File: src/rtl/cpu_pkg.sv
// Shared constants, ALU opcodes and the decoded control bundle for the integer pipeline.
package cpu_pkg;

  localparam int XLEN   = 32;
  localparam int RA_W   = 5;
  localparam int ALUC_W = 3;

  localparam logic [ALUC_W-1:0] ALU_ADD = 3'b000;
  localparam logic [ALUC_W-1:0] ALU_SUB = 3'b001;
  localparam logic [ALUC_W-1:0] ALU_AND = 3'b010;
  localparam logic [ALUC_W-1:0] ALU_OR  = 3'b011;
  localparam logic [ALUC_W-1:0] ALU_XOR = 3'b100;
  localparam logic [ALUC_W-1:0] ALU_SLT = 3'b101;
  localparam logic [ALUC_W-1:0] ALU_SLL = 3'b110;
  localparam logic [ALUC_W-1:0] ALU_SRL = 3'b111;

  typedef struct packed {
    logic              reg_write;
    logic              mem_read;
    logic              mem_write;
    logic              alu_src;
    logic [ALUC_W-1:0] alu_control;
  } ctrl_t;

  localparam ctrl_t CTRL_NOP = '{reg_write: 1'b0, mem_read: 1'b0, mem_write: 1'b0,
                                 alu_src: 1'b0, alu_control: ALU_ADD};

  // A producer matches an operand only when it writes a non-zero register equal to rs.
  function automatic logic rs_hit(input logic            wr_en,
                                  input logic [RA_W-1:0] wr_rd,
                                  input logic [RA_W-1:0] rs);
    return wr_en && (wr_rd == rs) && (rs != {RA_W{1'b0}});
  endfunction

endpackage

File: src/rtl/forward_mux.sv
// Per-operand bypass selector: picks the newest in-flight result for a source register.
module forward_mux
  import cpu_pkg::*;
(
  input  logic [RA_W-1:0] rs,
  input  logic [XLEN-1:0] stored,
  input  logic            mem_reg_write,
  input  logic [RA_W-1:0] mem_rd,
  input  logic [XLEN-1:0] mem_result,
  input  logic            wb_reg_write,
  input  logic [RA_W-1:0] wb_rd,
  input  logic [XLEN-1:0] wb_result,
  output logic [XLEN-1:0] fwd
);

  // EX/MEM is younger than MEM/WB, so it takes precedence over both other sources.
  always_comb begin
    if (rs_hit(mem_reg_write, mem_rd, rs)) begin
      fwd = mem_result;
    end else if (rs_hit(wb_reg_write, wb_rd, rs)) begin
      fwd = wb_result;
    end else begin
      fwd = stored;
    end
  end

endmodule

File: src/rtl/alu_issue_stage.sv
// Decode-to-execute register feeding the ALU: forwarding, B-operand select,
// load-use bubble insertion, flush and valid/ready flow control.
module alu_issue_stage
  import cpu_pkg::*;
(
  input  logic              clk,
  input  logic              rst,
  input  logic              in_valid,
  output logic              in_ready,
  input  logic [XLEN-1:0]   in_rs1_val,
  input  logic [XLEN-1:0]   in_rs2_val,
  input  logic [XLEN-1:0]   in_imm,
  input  logic [RA_W-1:0]   in_rs1,
  input  logic [RA_W-1:0]   in_rs2,
  input  logic [RA_W-1:0]   in_rd,
  input  logic              in_alu_src,
  input  logic [ALUC_W-1:0] in_alu_control,
  input  logic              in_reg_write,
  input  logic              in_mem_read,
  input  logic              in_mem_write,
  input  logic [XLEN-1:0]   in_pc,
  input  logic              flush,
  input  logic              mem_reg_write,
  input  logic [RA_W-1:0]   mem_rd,
  input  logic [XLEN-1:0]   mem_result,
  input  logic              wb_reg_write,
  input  logic [RA_W-1:0]   wb_rd,
  input  logic [XLEN-1:0]   wb_result,
  output logic              out_valid,
  input  logic              out_ready,
  output logic [XLEN-1:0]   out_src_a,
  output logic [XLEN-1:0]   out_src_b,
  output logic [ALUC_W-1:0] out_alu_control,
  output logic [XLEN-1:0]   out_store_data,
  output logic [RA_W-1:0]   out_rd,
  output logic              out_reg_write,
  output logic              out_mem_read,
  output logic              out_mem_write,
  output logic [XLEN-1:0]   out_pc
);

  logic            valid_q, valid_d;
  ctrl_t           ctrl_q, ctrl_d;
  logic [RA_W-1:0] rs1_q, rs1_d, rs2_q, rs2_d, rd_q, rd_d;
  logic [XLEN-1:0] rs1_val_q, rs1_val_d, rs2_val_q, rs2_val_d;
  logic [XLEN-1:0] imm_q, imm_d, pc_q, pc_d;

  ctrl_t           in_ctrl_s;
  logic            adv_s, lu_s;
  logic [XLEN-1:0] fwd_a_s, fwd_b_s;

  assign in_ctrl_s = '{reg_write: in_reg_write, mem_read: in_mem_read, mem_write: in_mem_write,
                       alu_src: in_alu_src, alu_control: in_alu_control};

  assign adv_s = !valid_q || out_ready;

  // rs2 only matters to the consumer when it feeds B or supplies store data.
  assign lu_s = valid_q && ctrl_q.mem_read && (rd_q != {RA_W{1'b0}}) && in_valid &&
                ((in_rs1 == rd_q) || ((in_rs2 == rd_q) && (!in_alu_src || in_mem_write)));

  assign in_ready = adv_s && !lu_s && !flush && !rst;

  // Next-state selection: flush, then bubble, then capture, else hold with WB refresh.
  always_comb begin
    valid_d   = valid_q;
    ctrl_d    = ctrl_q;
    rs1_d     = rs1_q;
    rs2_d     = rs2_q;
    rd_d      = rd_q;
    rs1_val_d = rs1_val_q;
    rs2_val_d = rs2_val_q;
    imm_d     = imm_q;
    pc_d      = pc_q;
    if (flush) begin
      valid_d = 1'b0;
    end else if (adv_s && lu_s) begin
      valid_d = 1'b0;
    end else if (adv_s) begin
      valid_d   = in_valid;
      ctrl_d    = in_ctrl_s;
      rs1_d     = in_rs1;
      rs2_d     = in_rs2;
      rd_d      = in_rd;
      rs1_val_d = in_rs1_val;
      rs2_val_d = in_rs2_val;
      imm_d     = in_imm;
      pc_d      = in_pc;
    end else begin
      // A long stall can outlast the WB stage; latch its result so the forward survives.
      if (rs_hit(wb_reg_write, wb_rd, rs1_q)) begin
        rs1_val_d = wb_result;
      end else begin
        rs1_val_d = rs1_val_q;
      end
      if (rs_hit(wb_reg_write, wb_rd, rs2_q)) begin
        rs2_val_d = wb_result;
      end else begin
        rs2_val_d = rs2_val_q;
      end
    end
  end

  // Pipeline register with synchronous reset.
  always_ff @(posedge clk) begin
    if (rst) begin
      valid_q   <= 1'b0;
      ctrl_q    <= CTRL_NOP;
      rs1_q     <= {RA_W{1'b0}};
      rs2_q     <= {RA_W{1'b0}};
      rd_q      <= {RA_W{1'b0}};
      rs1_val_q <= {XLEN{1'b0}};
      rs2_val_q <= {XLEN{1'b0}};
      imm_q     <= {XLEN{1'b0}};
      pc_q      <= {XLEN{1'b0}};
    end else begin
      valid_q   <= valid_d;
      ctrl_q    <= ctrl_d;
      rs1_q     <= rs1_d;
      rs2_q     <= rs2_d;
      rd_q      <= rd_d;
      rs1_val_q <= rs1_val_d;
      rs2_val_q <= rs2_val_d;
      imm_q     <= imm_d;
      pc_q      <= pc_d;
    end
  end

  forward_mux u_fwd_a (
    .rs            (rs1_q),
    .stored        (rs1_val_q),
    .mem_reg_write (mem_reg_write),
    .mem_rd        (mem_rd),
    .mem_result    (mem_result),
    .wb_reg_write  (wb_reg_write),
    .wb_rd         (wb_rd),
    .wb_result     (wb_result),
    .fwd           (fwd_a_s)
  );

  forward_mux u_fwd_b (
    .rs            (rs2_q),
    .stored        (rs2_val_q),
    .mem_reg_write (mem_reg_write),
    .mem_rd        (mem_rd),
    .mem_result    (mem_result),
    .wb_reg_write  (wb_reg_write),
    .wb_rd         (wb_rd),
    .wb_result     (wb_result),
    .fwd           (fwd_b_s)
  );

  assign out_valid       = valid_q;
  assign out_src_a       = fwd_a_s;
  assign out_src_b       = ctrl_q.alu_src ? imm_q : fwd_b_s;
  assign out_store_data  = fwd_b_s;
  assign out_alu_control = ctrl_q.alu_control;
  assign out_rd          = rd_q;
  assign out_pc          = pc_q;
  assign out_reg_write   = valid_q && ctrl_q.reg_write;
  assign out_mem_read    = valid_q && ctrl_q.mem_read;
  assign out_mem_write   = valid_q && ctrl_q.mem_write;

endmodule

File: config.mk
export PLATFORM = sky130hd
export DESIGN_NAME = alu_issue_stage
export DESIGN_NICKNAME = d
export VERILOG_FILES = /design/src/rtl/cpu_pkg.sv /design/src/rtl/forward_mux.sv /design/src/rtl/alu_issue_stage.sv
export SDC_FILE = /design/constraint.sdc
export NUM_CORES = 1
export LEC_CHECK = 0
export ABC_AREA = 1
export ABC_CLOCK_PERIOD_IN_PS = 2300
export CORE_UTILIZATION = 25
export DETAILED_ROUTE_END_ITERATION = 16
export RECOVER_POWER = 100
export SLEW_MARGIN = 20
export SYNTH_ARGS = -nofsm -noshare
export SYNTH_HDL_FRONTEND = slang
export SYNTH_HIERARCHICAL = 1
export SYNTH_SLANG_ARGS = --single-unit
File: constraint.sdc
create_clock -name clk -period 2.3 [get_ports clk]
set_input_delay 0.345 -clock clk [delete_from_list [all_inputs] [get_ports clk]]
set_output_delay 0.345 -clock clk [all_outputs]
set_load 0.01 [all_outputs]
==> flow_metrics.tcl <==
set metrics [dict create \
    cp.required_ns 1.96 \
    detailedRoute.firstIterationViolations 787 \
    power.total_mw 8.88 \
    p_int_mw 5.86 \
    relSlewSlack 0.424 \
    rows 75 \
    synth_seq_area_share 0.284 \
    ir_drop_v 0.000524 \
    syn_inst 1945 \
    status "finished with violations" \
    yosys.area.top_type "dfxtp_1" \
    fin_cells 2967 \
    p_clk_frac 0.329 \
    maxSlewViolCount 0 \
    clockBufferDepth 2 \
    finalSetupViolations 96 \
    grt_pass1_wl_microns 74500 \
    synth_top_area_frac 0.284 \
    p_sw_mw 3.02 \
    synth.ff_latch_count 151 \
    skew_ns 0.0134 \
    path_clk_slew_ns 0.07 \
    wirelength_microns 50100 \
    placed_area_sq_mm 0.0156 \
    track_usage 0.222 \
    syn_area_sq_mm 0.0106 \
    synth_nets 2176 \
    utilization 0.447 \
    die_x_microns 208 \
    period_share 1.13 \
    numPortBuffers 371 \
    htree_levels 4 \
    netlist_top_cells_area "dfxtp_1, nand2_1, inv_1, nand3_1, nand4_1" \
    vias 13629 \
    cp.arrival_ns 2.26 \
    min_period_ns 2.60 \
    dp_cells 2862 \
    die_y_microns 208 \
    hold_buffers 0 \
    hold_path.class "in2reg" \
    violations "setup timing" \
    fin_ws_ns -0.301 \
    crit_type "reg2out" \
    cts_num_sinks 151 \
    syn2layout_area_growth_pct 76.3 \
    start_kind "flip-flop" \
    overflow 0 \
    seq_power_share 0.328 \
    cts_root_buf "clkbuf_16" \
    cts_tree "built" \
    final_cell_area_sq_mm 0.0188 \
    layout.nets 2645 \
    hpwl_microns 33000 \
    grt_antenna_before_repair 3 \
    dieArea_sq_mm 0.0434 \
    core_area_sq_mm 0.0419 \
    cts_buffers 17 \
    startpoint "rs2_q[1]" \
    drive_gt1_frac 0.251 \
    p_leak_nw 9.82 \
    cellPowerDensity_mw_per_mm2 473 \
    worstSkewPairLatency_ns 0.47 \
    postRouteAntennaNets 0 \
    timing.hold.ws_ns 0.227 \
    synth_cell_types 27 \
    grt_pass1_vias 13507 \
    p_sw_frac 0.340 \
    via_per_inst 4.59 \
    combPwrFrac 0.343 \
    grt_start_max_net_pins 110 \
    holdCritStartpoint "in_mem_write" \
    hold_violations 0 \
    tightestPinTransition_ns 0.863 \
    wl_per_cell_microns 16.9 \
    yosysWarnings 6 \
    initial_core_util 0.254 \
    drc 0 \
    place.gp.congestion 0.906 \
    r2r_start "out_valid" \
    cap_violations 0 \
    crit_fanout 15 \
    pin_count 372 \
    crit_path_end_kind "output pin" \
    dr.pass1.iters 5 \
    clock.fmax_mhz 385 \
    syn_area_per_cell_sq_um 5.47 \
    rsz0062_at_grt "true" \
]
layout by cell type (no fill, tap or decap), types with 46 or more instances in the layout:
cell and count:
buf_2 49, buf_4 73, buf_6 113, clkdlybuf4s50_1 226, dfxtp_1 136, inv_1 396, nand2_1 611, nand2_2 78
nand2_4 46, nand3_2 75, nand4_1 107, nor2_1 165
path summary, 6_finish.rpt:
path                    to  slack, ns  depth (start not counted)
min reg2reg      out_pc[1]       0.46                          2
max           out_src_b[5]      -0.30                         13
max reg2reg  rs2_val_q[11]       0.11                          9
min              ctrl_q[4]       0.23                          3
final cells by class:
type / instances / area, sq um
clock inverter: 15 / 160
fill: 4317 / 23200
clock buffer: 17 / 425
timing repair buffer: 569 / 6110
multi-input combinational: 1259 / 6730
sequential: 151 / 3060
inverter: 416 / 1590
tap: 539 / 674
antenna: 1 / 2.50
cells in the mapped netlist, drive strengths merged:
cell type / n
xor2: 2
o211ai: 2
a21boi: 2
nor2: 178
dfxtp: 151
nand4: 107
inv: 416
o21ai: 39
o2111ai: 1
nand3: 142
a21oi: 42
xnor2: 6
nand2: 736
buf: 66
clkbuf: 53
o21a: 2
cells by family after synthesis:
kind of cell / share of synthesized area
AOI/OAI and AO/OA: 0.0439
xor gates and xnor gates: 0.00659
buffers and inverters: 0.205
DFF: 0.284
and+or+nand+nor: 0.461
through the flow:
stage	setup TNS, ns	setup slack [ns]
floorplan	0	0.523
global placement	-73.07	-0.720
detailed placement	-76.43	-0.731
CTS	-19.09	-0.327
global route	-26.78	-0.395
finish	-17.05	-0.301
worst max-delay path, cell delays in order (launching register included):
cell	delay, ns
dfxtp_4	0.39
inv_4	0.05
nand3_4	0.08
nor2_4	0.04
buf_6	0.11
nor2_4	0.19
nand2_4	0.13
clkbuf_16	0.22
nand2_1	0.09
nand3_2	0.08
nand2_2	0.10
nand2_2	0.06
o21ai_2	0.09
buf_2	0.15
state kept, by name, summed over array words and instances (netlist names):
signal,count
rs2_q,5
out_rd,5
out_pc,32
out_alu_control,3
rs2_val_q,32
imm_q,32
out_valid,1
ctrl_q,4
rs1_val_q,32
rs1_q,5
power groups by stage:
stage | registers [mW] | logic (mW) | clock network, mW
finish | 2.91 | 3.04 | 2.92
global route | 2.93 | 3.31 | 3.11
detailed placement | 2.97 | 2.57 | 0
global placement | 2.96 | 2.56 | 0
floorplan | 2.96 | 1.16 | 0
CTS | 2.91 | 2.88 | 3.01
per-layer routing:
metal	global-route usage	wire length, microns	vias to the layer above
met1	0.262	20600	6287
li1	-	-	6756
met5	0	27	-
met3	0.0566	3680	76
met2	0.380	24200	506
met4	0.0902	1460	4
timing repair:
action,in CTS,in global routing
setup endpoints to repair,97,110
setup buffers,43,17
resized for setup,759,169
cloned,11,10
pin swaps,77,76
No activity file was read; power rests on OpenSTA's default activity.
